==> config.mk <==
export PLATFORM = sky130hd
export DESIGN_NAME = pb_key_queue
export DESIGN_NICKNAME = d
export VERILOG_FILES = /design/src/rtl/pb_key_pkg.sv /design/src/rtl/key_fifo.sv /design/src/rtl/pb_key_queue.sv
export SDC_FILE = /design/constraint.sdc
export NUM_CORES = 1
export LEC_CHECK = 0
export ABC_AREA = 1
export CAP_MARGIN = 15
export CORE_AREA = 2 2 128 130
export CTS_CLUSTER_SIZE = 24
export DETAILED_ROUTE_END_ITERATION = 6
export DIE_AREA = 0 0 130 132
export PLACE_DENSITY_LB_ADDON = 0.2
export SKIP_LAST_GASP = 1
export SLEW_MARGIN = 25
export SYNTH_ARGS = -nofsm -noshare
export SYNTH_HDL_FRONTEND = slang
export SYNTH_SLANG_ARGS = --single-unit
==> constraint.sdc <==
create_clock -name clk -period 2.7 [get_ports clk]
set_clock_uncertainty 0.1 [all_clocks]
set_input_delay 0.81 -clock clk [delete_from_list [all_inputs] [get_ports clk]]
set_output_delay 0.81 -clock clk [all_outputs]
set_load 0.02 [all_outputs]
==> src/rtl/pb_key_pkg.sv <==
// Shared definitions for the pushbutton key queue.
//   KEY_W          : width of a key code (index of a pushbutton, up to 32 buttons)
//   DEF_*          : default parameter values used by pb_key_queue
//   DB_CNT_W       : width of a per-button debounce counter (DB_SAMPLES <= 15)
//   key_code_t     : key code type
//   lowest_set()   : index of the lowest set bit of a 32-bit vector (0 if none)
package pb_key_pkg;

  localparam int KEY_W          = 5;
  localparam int DEF_NUM_PB     = 21;
  localparam int DEF_TICK_DIV   = 1;
  localparam int DEF_DB_SAMPLES = 3;
  localparam int DEF_FIFO_DEPTH = 4;
  localparam int DB_CNT_W       = 4;

  typedef logic [KEY_W-1:0] key_code_t;

  // Scanning from the top down leaves the lowest set index in idx.
  function automatic key_code_t lowest_set(input logic [31:0] v);
    key_code_t idx;
    idx = '0;
    for (int i = 31; i >= 0; i--) begin
      if (v[i]) idx = i[KEY_W-1:0];
    end
    return idx;
  endfunction

endpackage

==> src/rtl/key_fifo.sv <==
// First-word fall-through FIFO for key codes.
//   clk, nrst : clock, asynchronous active-low reset
//   push_i    : write din_i (ignored when full unless a pop happens in the same cycle)
//   din_i     : data to write
//   pop_i     : remove head entry (ignored when empty)
//   full_o    : occupancy == DEPTH
//   empty_o   : occupancy == 0
//   dout_o    : head entry, forced to 0 while empty
//   count_o   : occupancy, 0..DEPTH
// DEPTH must be a power of two so the pointers wrap by natural overflow.
module key_fifo #(
  parameter int  DEPTH = 4,
  parameter int  W     = 5,
  localparam int AW    = $clog2(DEPTH),
  localparam int CW    = AW + 1
) (
  input  logic          clk,
  input  logic          nrst,
  input  logic          push_i,
  input  logic [W-1:0]  din_i,
  input  logic          pop_i,
  output logic          full_o,
  output logic          empty_o,
  output logic [W-1:0]  dout_o,
  output logic [CW-1:0] count_o
);

  logic [W-1:0]  mem_q [DEPTH];
  logic [AW-1:0] wr_ptr_q, wr_ptr_d;
  logic [AW-1:0] rd_ptr_q, rd_ptr_d;
  logic [CW-1:0] count_q, count_d;
  logic          push_ok, pop_ok;

  assign full_o  = (count_q == CW'(DEPTH));
  assign empty_o = (count_q == '0);
  assign pop_ok  = pop_i && !empty_o;
  // A full FIFO can still take a write when the head leaves in the same cycle.
  assign push_ok = push_i && (!full_o || pop_ok);

  always_comb begin
    wr_ptr_d = wr_ptr_q;
    rd_ptr_d = rd_ptr_q;
    count_d  = count_q;
    if (push_ok) wr_ptr_d = wr_ptr_q + 1'b1;
    if (pop_ok)  rd_ptr_d = rd_ptr_q + 1'b1;
    case ({push_ok, pop_ok})
      2'b10:   count_d = count_q + 1'b1;
      2'b01:   count_d = count_q - 1'b1;
      default: count_d = count_q;
    endcase
  end

  always_ff @(posedge clk or negedge nrst) begin
    if (!nrst) begin
      wr_ptr_q <= '0;
      rd_ptr_q <= '0;
      count_q  <= '0;
    end else begin
      wr_ptr_q <= wr_ptr_d;
      rd_ptr_q <= rd_ptr_d;
      count_q  <= count_d;
    end
  end

  // Storage needs no reset: nothing is read from it while empty.
  always_ff @(posedge clk) begin
    if (push_ok) mem_q[wr_ptr_q] <= din_i;
  end

  assign dout_o  = empty_o ? '0 : mem_q[rd_ptr_q];
  assign count_o = count_q;

endmodule

==> src/rtl/pb_key_queue.sv <==
// Pushbutton front end: turns a raw pushbutton bus into key-press events.
// Pipeline: 2-flop synchroniser -> per-button debounce on a sample tick ->
// rising-edge (press) detect into a pending set -> lowest-index arbiter ->
// FWFT key FIFO read by the consumer.
//   clk        : system clock, rising edge
//   nrst       : asynchronous active-low reset
//   pb         : raw pushbuttons, active high, asynchronous to clk
//   key_ready  : consumer accepts the head entry this cycle
//   clear_ovf  : synchronous clear of overflow (a same-cycle set wins)
//   key_valid  : FIFO non-empty
//   key_code   : button index at the FIFO head (0 when empty)
//   key_count  : FIFO occupancy
//   overflow   : sticky, a repeat press of a still-pending key was dropped
// Handshake: an entry transfers on a cycle where key_valid && key_ready;
// key_valid never depends on key_ready, and key_code holds its value while
// key_valid && !key_ready.
module pb_key_queue
  import pb_key_pkg::*;
#(
  parameter int  NUM_PB     = DEF_NUM_PB,
  parameter int  TICK_DIV   = DEF_TICK_DIV,
  parameter int  DB_SAMPLES = DEF_DB_SAMPLES,
  parameter int  FIFO_DEPTH = DEF_FIFO_DEPTH,
  localparam int CNT_W      = $clog2(FIFO_DEPTH) + 1
) (
  input  logic              clk,
  input  logic              nrst,
  input  logic [NUM_PB-1:0] pb,
  input  logic              key_ready,
  input  logic              clear_ovf,
  output logic              key_valid,
  output logic [KEY_W-1:0]  key_code,
  output logic [CNT_W-1:0]  key_count,
  output logic              overflow
);

  localparam logic [DB_CNT_W-1:0] DB_LAST = DB_CNT_W'(DB_SAMPLES - 1);

  logic [NUM_PB-1:0]   sync1_q, sync2_q;
  logic                tick;
  logic [NUM_PB-1:0]   db_q, db_d;
  logic [DB_CNT_W-1:0] cnt_q [NUM_PB];
  logic [DB_CNT_W-1:0] cnt_d [NUM_PB];
  logic [NUM_PB-1:0]   rise;
  logic [NUM_PB-1:0]   pending_q, pending_d;
  logic [NUM_PB-1:0]   push_mask;
  logic [31:0]         pend_pad;
  key_code_t           push_idx;
  logic                push, pop;
  logic                fifo_full, fifo_empty;
  logic                ovf_q, ovf_d;
  logic                ovf_set;

  // Synchroniser for the asynchronous buttons.
  always_ff @(posedge clk or negedge nrst) begin
    if (!nrst) begin
      sync1_q <= '0;
      sync2_q <= '0;
    end else begin
      sync1_q <= pb;
      sync2_q <= sync1_q;
    end
  end

  // Debounce sample tick: one cycle in every TICK_DIV.
  generate
    if (TICK_DIV == 1) begin : g_tick_always
      assign tick = 1'b1;
    end else begin : g_tick_div
      localparam int TW = $clog2(TICK_DIV);
      logic [TW-1:0] div_q, div_d;
      assign tick  = (div_q == TW'(TICK_DIV - 1));
      assign div_d = tick ? '0 : div_q + 1'b1;
      always_ff @(posedge clk or negedge nrst) begin
        if (!nrst) div_q <= '0;
        else       div_q <= div_d;
      end
    end
  endgenerate

  // Per-button debounce: a bit flips only after DB_SAMPLES consecutive
  // samples that disagree with it; any agreeing sample restarts the count.
  always_comb begin
    db_d = db_q;
    for (int i = 0; i < NUM_PB; i++) begin
      cnt_d[i] = cnt_q[i];
      if (tick) begin
        if (sync2_q[i] != db_q[i]) begin
          if (cnt_q[i] == DB_LAST) begin
            db_d[i]  = sync2_q[i];
            cnt_d[i] = '0;
          end else begin
            cnt_d[i] = cnt_q[i] + 1'b1;
          end
        end else begin
          cnt_d[i] = '0;
        end
      end
    end
  end

  always_ff @(posedge clk or negedge nrst) begin
    if (!nrst) begin
      db_q <= '0;
      for (int i = 0; i < NUM_PB; i++) cnt_q[i] <= '0;
    end else begin
      db_q <= db_d;
      for (int i = 0; i < NUM_PB; i++) cnt_q[i] <= cnt_d[i];
    end
  end

  // A press is registered on the same edge the debounced bit rises.
  assign rise = db_d & ~db_q;

  // Arbiter: lowest pending index goes to the FIFO whenever there is room,
  // including a full FIFO that is being popped this cycle.
  assign pop  = key_valid && key_ready;
  assign push = (|pending_q) && (!fifo_full || pop);

  always_comb begin
    pend_pad               = '0;
    pend_pad[NUM_PB-1:0]   = pending_q;
    push_idx               = lowest_set(pend_pad);
  end

  always_comb begin
    push_mask = '0;
    for (int i = 0; i < NUM_PB; i++) begin
      if (push && (push_idx == KEY_W'(i))) push_mask[i] = 1'b1;
    end
  end

  // A new press of a key that stays pending is dropped and flagged. When the
  // key is leaving for the FIFO in the same cycle the press re-arms it instead.
  assign ovf_set   = |(rise & pending_q & ~push_mask);
  assign pending_d = (pending_q & ~push_mask) | rise;

  always_comb begin
    ovf_d = ovf_q;
    if (ovf_set)        ovf_d = 1'b1;
    else if (clear_ovf) ovf_d = 1'b0;
  end

  always_ff @(posedge clk or negedge nrst) begin
    if (!nrst) begin
      pending_q <= '0;
      ovf_q     <= 1'b0;
    end else begin
      pending_q <= pending_d;
      ovf_q     <= ovf_d;
    end
  end

  key_fifo #(
    .DEPTH (FIFO_DEPTH),
    .W     (KEY_W)
  ) u_fifo (
    .clk     (clk),
    .nrst    (nrst),
    .push_i  (push),
    .din_i   (push_idx),
    .pop_i   (pop),
    .full_o  (fifo_full),
    .empty_o (fifo_empty),
    .dout_o  (key_code),
    .count_o (key_count)
  );

  assign key_valid = !fifo_empty;
  assign overflow  = ovf_q;

endmodule
# Word level (Yosys, flattened, before mapping)
# Memories as Yosys holds them, arrays and structs flattened.
# Index checks and enable logic that the tools add are counted.
[classes] addsub=25 n_mul=0 div_mod_pow=0 magnitude_cmp=0 eq_ne=65 shift=0 n_mux=132 bitwise=7 n_reduce_logical=35
[ops] operator="4-bit two-way mux" n=42
[ops] operator="5-bit two-way mux" n=22
[ops] operator="4-bit by 1-bit adder with 4-bit output, second input constant" n=21
[ops] operator="21-bit bitwise AND" n=4
[ops] operator="4-bit by 2-bit == test with 1-bit output, second input constant" n=21
[ops] operator="1-bit two-way mux" n=67
[ops] operator="21-bit NOT" n=2
[ops] operator="21-bit OR reduction" n=2
[ops] operator="5-bit by 4-bit == test with 1-bit output, second input constant" n=8
[ops] operator="5-bit == test, second input constant" n=5
[ops] operator="1-bit logical AND" n=25
[ops] operator="1-bit != test" n=21
[ops] operator="21-bit OR" n=1
[ops] operator="5-bit by 3-bit == test with 1-bit output, second input constant" n=4
[ops] operator="5-bit by 2-bit == test with 1-bit output, second input constant" n=2
[ops] operator="3-bit one-hot mux with 2 select lines" n=1
[ops] operator="5-bit by 1-bit == test with 1-bit output, second input constant" n=1
[ops] operator="5-bit logical NOT" n=1
[ops] operator="2-bit by 1-bit adder with 2-bit output, second input constant" n=2
[ops] operator="2-bit nonzero test" n=2
[ops] operator="3-bit by 1-bit adder with 3-bit output, second input constant" n=1
[ops] operator="3-bit == test, second input constant" n=1
[ops] operator="3-bit logical NOT" n=1
[ops] operator="3-bit by 1-bit subtractor with 3-bit output, second input constant" n=1
[ops] operator="4 further kinds" n=6
[word_totals] register_bits=176 latchBits=0 ramBits=20 rom_bits=0 in_bits=25 output_inout_bits=10 wordCells=294 memories=1
[memory_table] name="u_fifo.mem_q" depth=4 width=5 rd=1 rd_clocked_by_memory_dff=0 wr=1 line="key_fifo.sv:28" source="logic [W-1:0] mem_q [DEPTH];"

# Logic depth before layout (Yosys ltp)
[logic_depth] ltp_word=28 ltp_mapped=27 mapped_depth_nobuf=27

# By module
# From an unflattened synthesis, not the netlist that was laid out.
[unflattened] cells_unflattened=901 area_unflattened_um2=8795.9
[by_module_without_submodules] module="pb_key_queue" instances=1 cells_per_inst=762 area_each_um2=7487.2 seq_area_each_um2=4229.1
[by_module_without_submodules] module="key_fifo" instances=1 cells_per_inst=139 area_each_um2=1308.8 seq_area_each_um2=775.7

# Worst setup path after synthesis
# OpenSTA, ideal clock, no wires.
[synth_timing] path_type="register -> register" from="register pending_q[0]" to="register u_fifo.count_q[2], in the netlist u_fifo.count_o[2]" arrival_time_ns=2.426 required_ns=2.469 setup_slack_ns=0.043 stages_incl_launch_ff=16 path_buffers=0 period_less_slack_ns=2.657 path_cell_list="dfrtp_1 -> nor4_2 -> inv_2 -> nor2_2 -> inv_2 -> nor2_1 -> inv_2 -> nand2_2 -> nand2_1 -> inv_1 -> ha_1 -> inv_1 -> fa_1 -> a21oi_1 -> o21ai_0 -> xor2_1"
[synth_between] elab_chain_cells=5 elab_cells_between_ends=7 cone_classes="eq/ne (2); mux (1); reduce/logical (4)"
[synth_rtl] item="start, declared" line="pb_key_queue.sv:45" source="logic [NUM_PB-1:0] pending_q, pending_d;"
[synth_rtl] item="start signal, assigned" line="pb_key_queue.sv:149" source="pending_q <= pending_d;"
[synth_rtl] item="21-bit OR reduction *" line="pb_key_queue.sv:118" source="assign push = (|pending_q) && (!fifo_full || pop);"
[synth_rtl] item="1-bit logical AND *" line="pb_key_queue.sv:118"
[synth_rtl] item="1-bit logical AND *" line="key_fifo.sv:38" source="assign push_ok = push_i && (!full_o || pop_ok);"
[synth_rtl] item="2-bit by 1-bit == test with 1-bit output or 2-bit == test (tied branches)" line="key_fifo.sv:46" source="case ({push_ok, pop_ok})"
[synth_rtl] item="3-bit one-hot mux with 2 select lines or 2-bit nonzero test (tied branches)"
[synth_rtl] item="end signal, assigned" line="key_fifo.sv:61" source="count_q <= count_d;"
[synth_rtl] item="end, declared" line="key_fifo.sv:31" source="logic [CW-1:0] count_q, count_d;"
# Mark *: on every way between the ends. The rest lies on a longest branch, timed or not.
# A chain may end at the register's enable or synchronous reset.

# Worst setup path after layout
[layout_timing] from="register pending_q[3]" to="register u_fifo.count_q[2], in the netlist u_fifo.count_o[2]"
# Same word-level chain as after synthesis.

==> results.cfg <==
[run_status]
outcome = finished, final reports clean

[logic_synthesis]
synth_fp_nets = 922
synth_ff_type = dfrtp_1
synthArstFlopShare_pct = 89.8
ys_ff_latch = 196
synth_area_sq_um = 8580
ys_types = 34
synth-edff-count = 20
yosysWarnings = 0
seq_area_frac_synth_pct = 58.4
netlist_instances = 849
avgSynthCellArea_sq_um = 10.1

[finish]
syn_to_final_growth_pct = 17.6
design_area_sq_um = 10100
final_cell_mix = dfrtp_1, nor2_1, nand2_1
fill_cells = 1311
drive_gt1_share_pct = 11.3
layout_commonest_cell = dfrtp_1
final_util_pct = 64.2
diodes = 0
nets = 1008

[critical_path]
critPathTopFamily = simple AND/OR/NAND/NOR gates
max_stage_delay_ns = 0.41
arrival_ns = 2.79
cp_num_buf_inv = 5
critical_path_depth = 15
critPathMostFrequentCell = inv_2
crit_start = pending_q[3]
worstSetupEndpointType = register
cp-endpoint = u_fifo.count_o[2]
crit_slowest_cell = dfrtp_1
reg2reg_to = u_fifo.count_o[2]
worstReg2RegStart = pending_q[3]
startpoint_type = register
cp_max_fo = 5
rrSetupSlack_ns = 0.13
reg2regPathDepth = 15
path_class = reg -> reg
required_ns = 2.91
path_cells = nor4_2, inv_2, nor2_4, inv_2, nor2_1, inv_2, nand2_2, nand2_1, inv_2, ha_1, inv_1, fa_1, a21oi_1, o21ai_1, xor2_1

[timing]
max-slew-margin-rel_pct = 66.8
fmax_ghz = 0.389
rsz0062_at_grt = yes
final_max_slew_viol_count = 0
final_hold_viol_count = 0
period_share_pct = 95.3
worst_pin_slew_ns = 0.495
tns_ns = 0
fin_hold_ws_ns = 0.208
setup_viol = 0
period_minus_slack_ns = 2.57

[die]
die_area_sq_um = 17200
rows = 46
core_area_sq_um = 15700
die_h_um = 132
die_w_um = 130
initial_core_util_pct = 54.6
ios = 35

[clock_tree]
cts_made_buffers = 17
clockBufferDepth = 2
tritoncts = yes
htreeDepth = 4
cts.sink_count = 196
path_clk_slew_ns = 0.07
clock_latency_ns = 0.43
clock-root-buffer = clkbuf_16

[routing]
drtIter0Drc = 240
via_per_inst = 4.76
post_drt_wl_per_cell_um = 11.7
dr.pass1.iters = 4
drc = 0
finalWirelength_um = 13600
vias = 5543
route.antenna.remaining_nets = 0

[worst_hold_path]
hp-class = in -> async

[grt]
overflow = 0
grt.total_usage_pct = 17.8
grt_max_degree = 58
antenna_found_initial = 0
first_global_vias = 5586
grt_pass1_wl_um = 24500

[placement]
dp_hpwl_um = 9750
port_buffers = 34
place_congestion = 0.827
post_dp_cell_area_sq_um = 9420

[pwr]
ir_drop_uv = 594
power_uw = 10400
powerDensity_nw_per_um2 = 1030
leakage_uw = 0.00485

[run]
cap_viol_max_count = 0
state kept, by name (all words and copies together), names as in the netlist:
signal	flops
sync2_q	21
u_fifo.mem_q	20
u_fifo.rd_ptr_q	2
pending_q	21
db_q	21
u_fifo.wr_ptr_q	2
cnt_q	84
u_fifo.count_o	3
sync1_q	21
overflow	1
power by group:
part	leakage (uW)	internal [uW]	switching, uW
clock network	0.000295	1460	1110
registers	0.00237	3830	647
logic	0.00219	1350	1970
area by class of cell:
cell class | instances | area (sq um) | area share, %
clock buffer | 20 | 468 | 4.64
timing repair buffer | 68 | 602 | 5.97
sequential | 196 | 5010 | 49.6
clock inverter | 12 | 141 | 1.40
multi-input combinational | 547 | 3200 | 31.7
inverter | 105 | 397 | 3.93
tap | 216 | 270 | 2.68
cell families after synthesis:
group | Yosys count | synth area share [%]
compound gates | 69 | 4.73
xor+xnor | 64 | 6.54
fa+ha+maj | 48 | 7.09
buf+inv | 106 | 4.67
flops | 196 | 58.4
simple gates | 366 | 18.6
metal layers:
layer	global-route usage, %	up-vias	wire (um)
li1	-	2869	-
met1	23.1	2605	6340
met2	29.8	54	6690
met3	3.45	15	307
met4	6.63	0	239
met5	0	-	0
worst min path at each step:
stage	cells after the start	startpoint	endpoint	slack, ns
floorplan	0	sync1_q[0]	sync2_q[0]	0.23
global placement	0	sync1_q[19]	sync2_q[19]	0.23
detailed placement	0	sync1_q[16]	sync2_q[16]	0.23
CTS	1	nrst	cnt_q[9]	0.22
global route	1	nrst	cnt_q[9]	0.24
finish	1	nrst	cnt_q[9]	0.21
stage by stage:
stage,instances,worst slack [ns]
after detailed placement,1126,-0.316
after global placement,1126,-0.244
after floorplan,849,0.0432
after CTS,1158,0.0318
after global routing,1164,-0.121
final,1164,0.127
cell usage after synthesis, types with 2 or more instances:
library cell | n | area [sq um]
o21a_1 | 2 | 15.0
nor2_2 | 3 | 18.8
nand2_1 | 117 | 439
dfrtp_1 | 176 | 4400
inv_2 | 8 | 30.0
inv_1 | 95 | 357
a21oi_1 | 14 | 70.1
a21o_1 | 12 | 90.1
o21ai_0 | 35 | 175
nor2_1 | 152 | 571
o21bai_1 | 2 | 15.0
xnor2_1 | 22 | 193
xor2_1 | 42 | 368
nand3_2 | 3 | 30.0
nor2_4 | 3 | 33.8
ha_1 | 47 | 588
nand3_1 | 52 | 260
nor3_1 | 13 | 65.1
nor4_1 | 2 | 12.5
nand2_2 | 3 | 18.8
nand2_4 | 4 | 45.0
edfxtp_1 | 20 | 601
nand4_1 | 11 | 68.8
what timing repair did:
item                       CTS  global route
pin swaps                    0             6
gates cloned                 0             0
setup endpoints to repair    5             7
hold buffers                 0             0
resized for setup            7            17
setup buffers                0             6
Note: power is estimated with default switching activity, not from simulation.
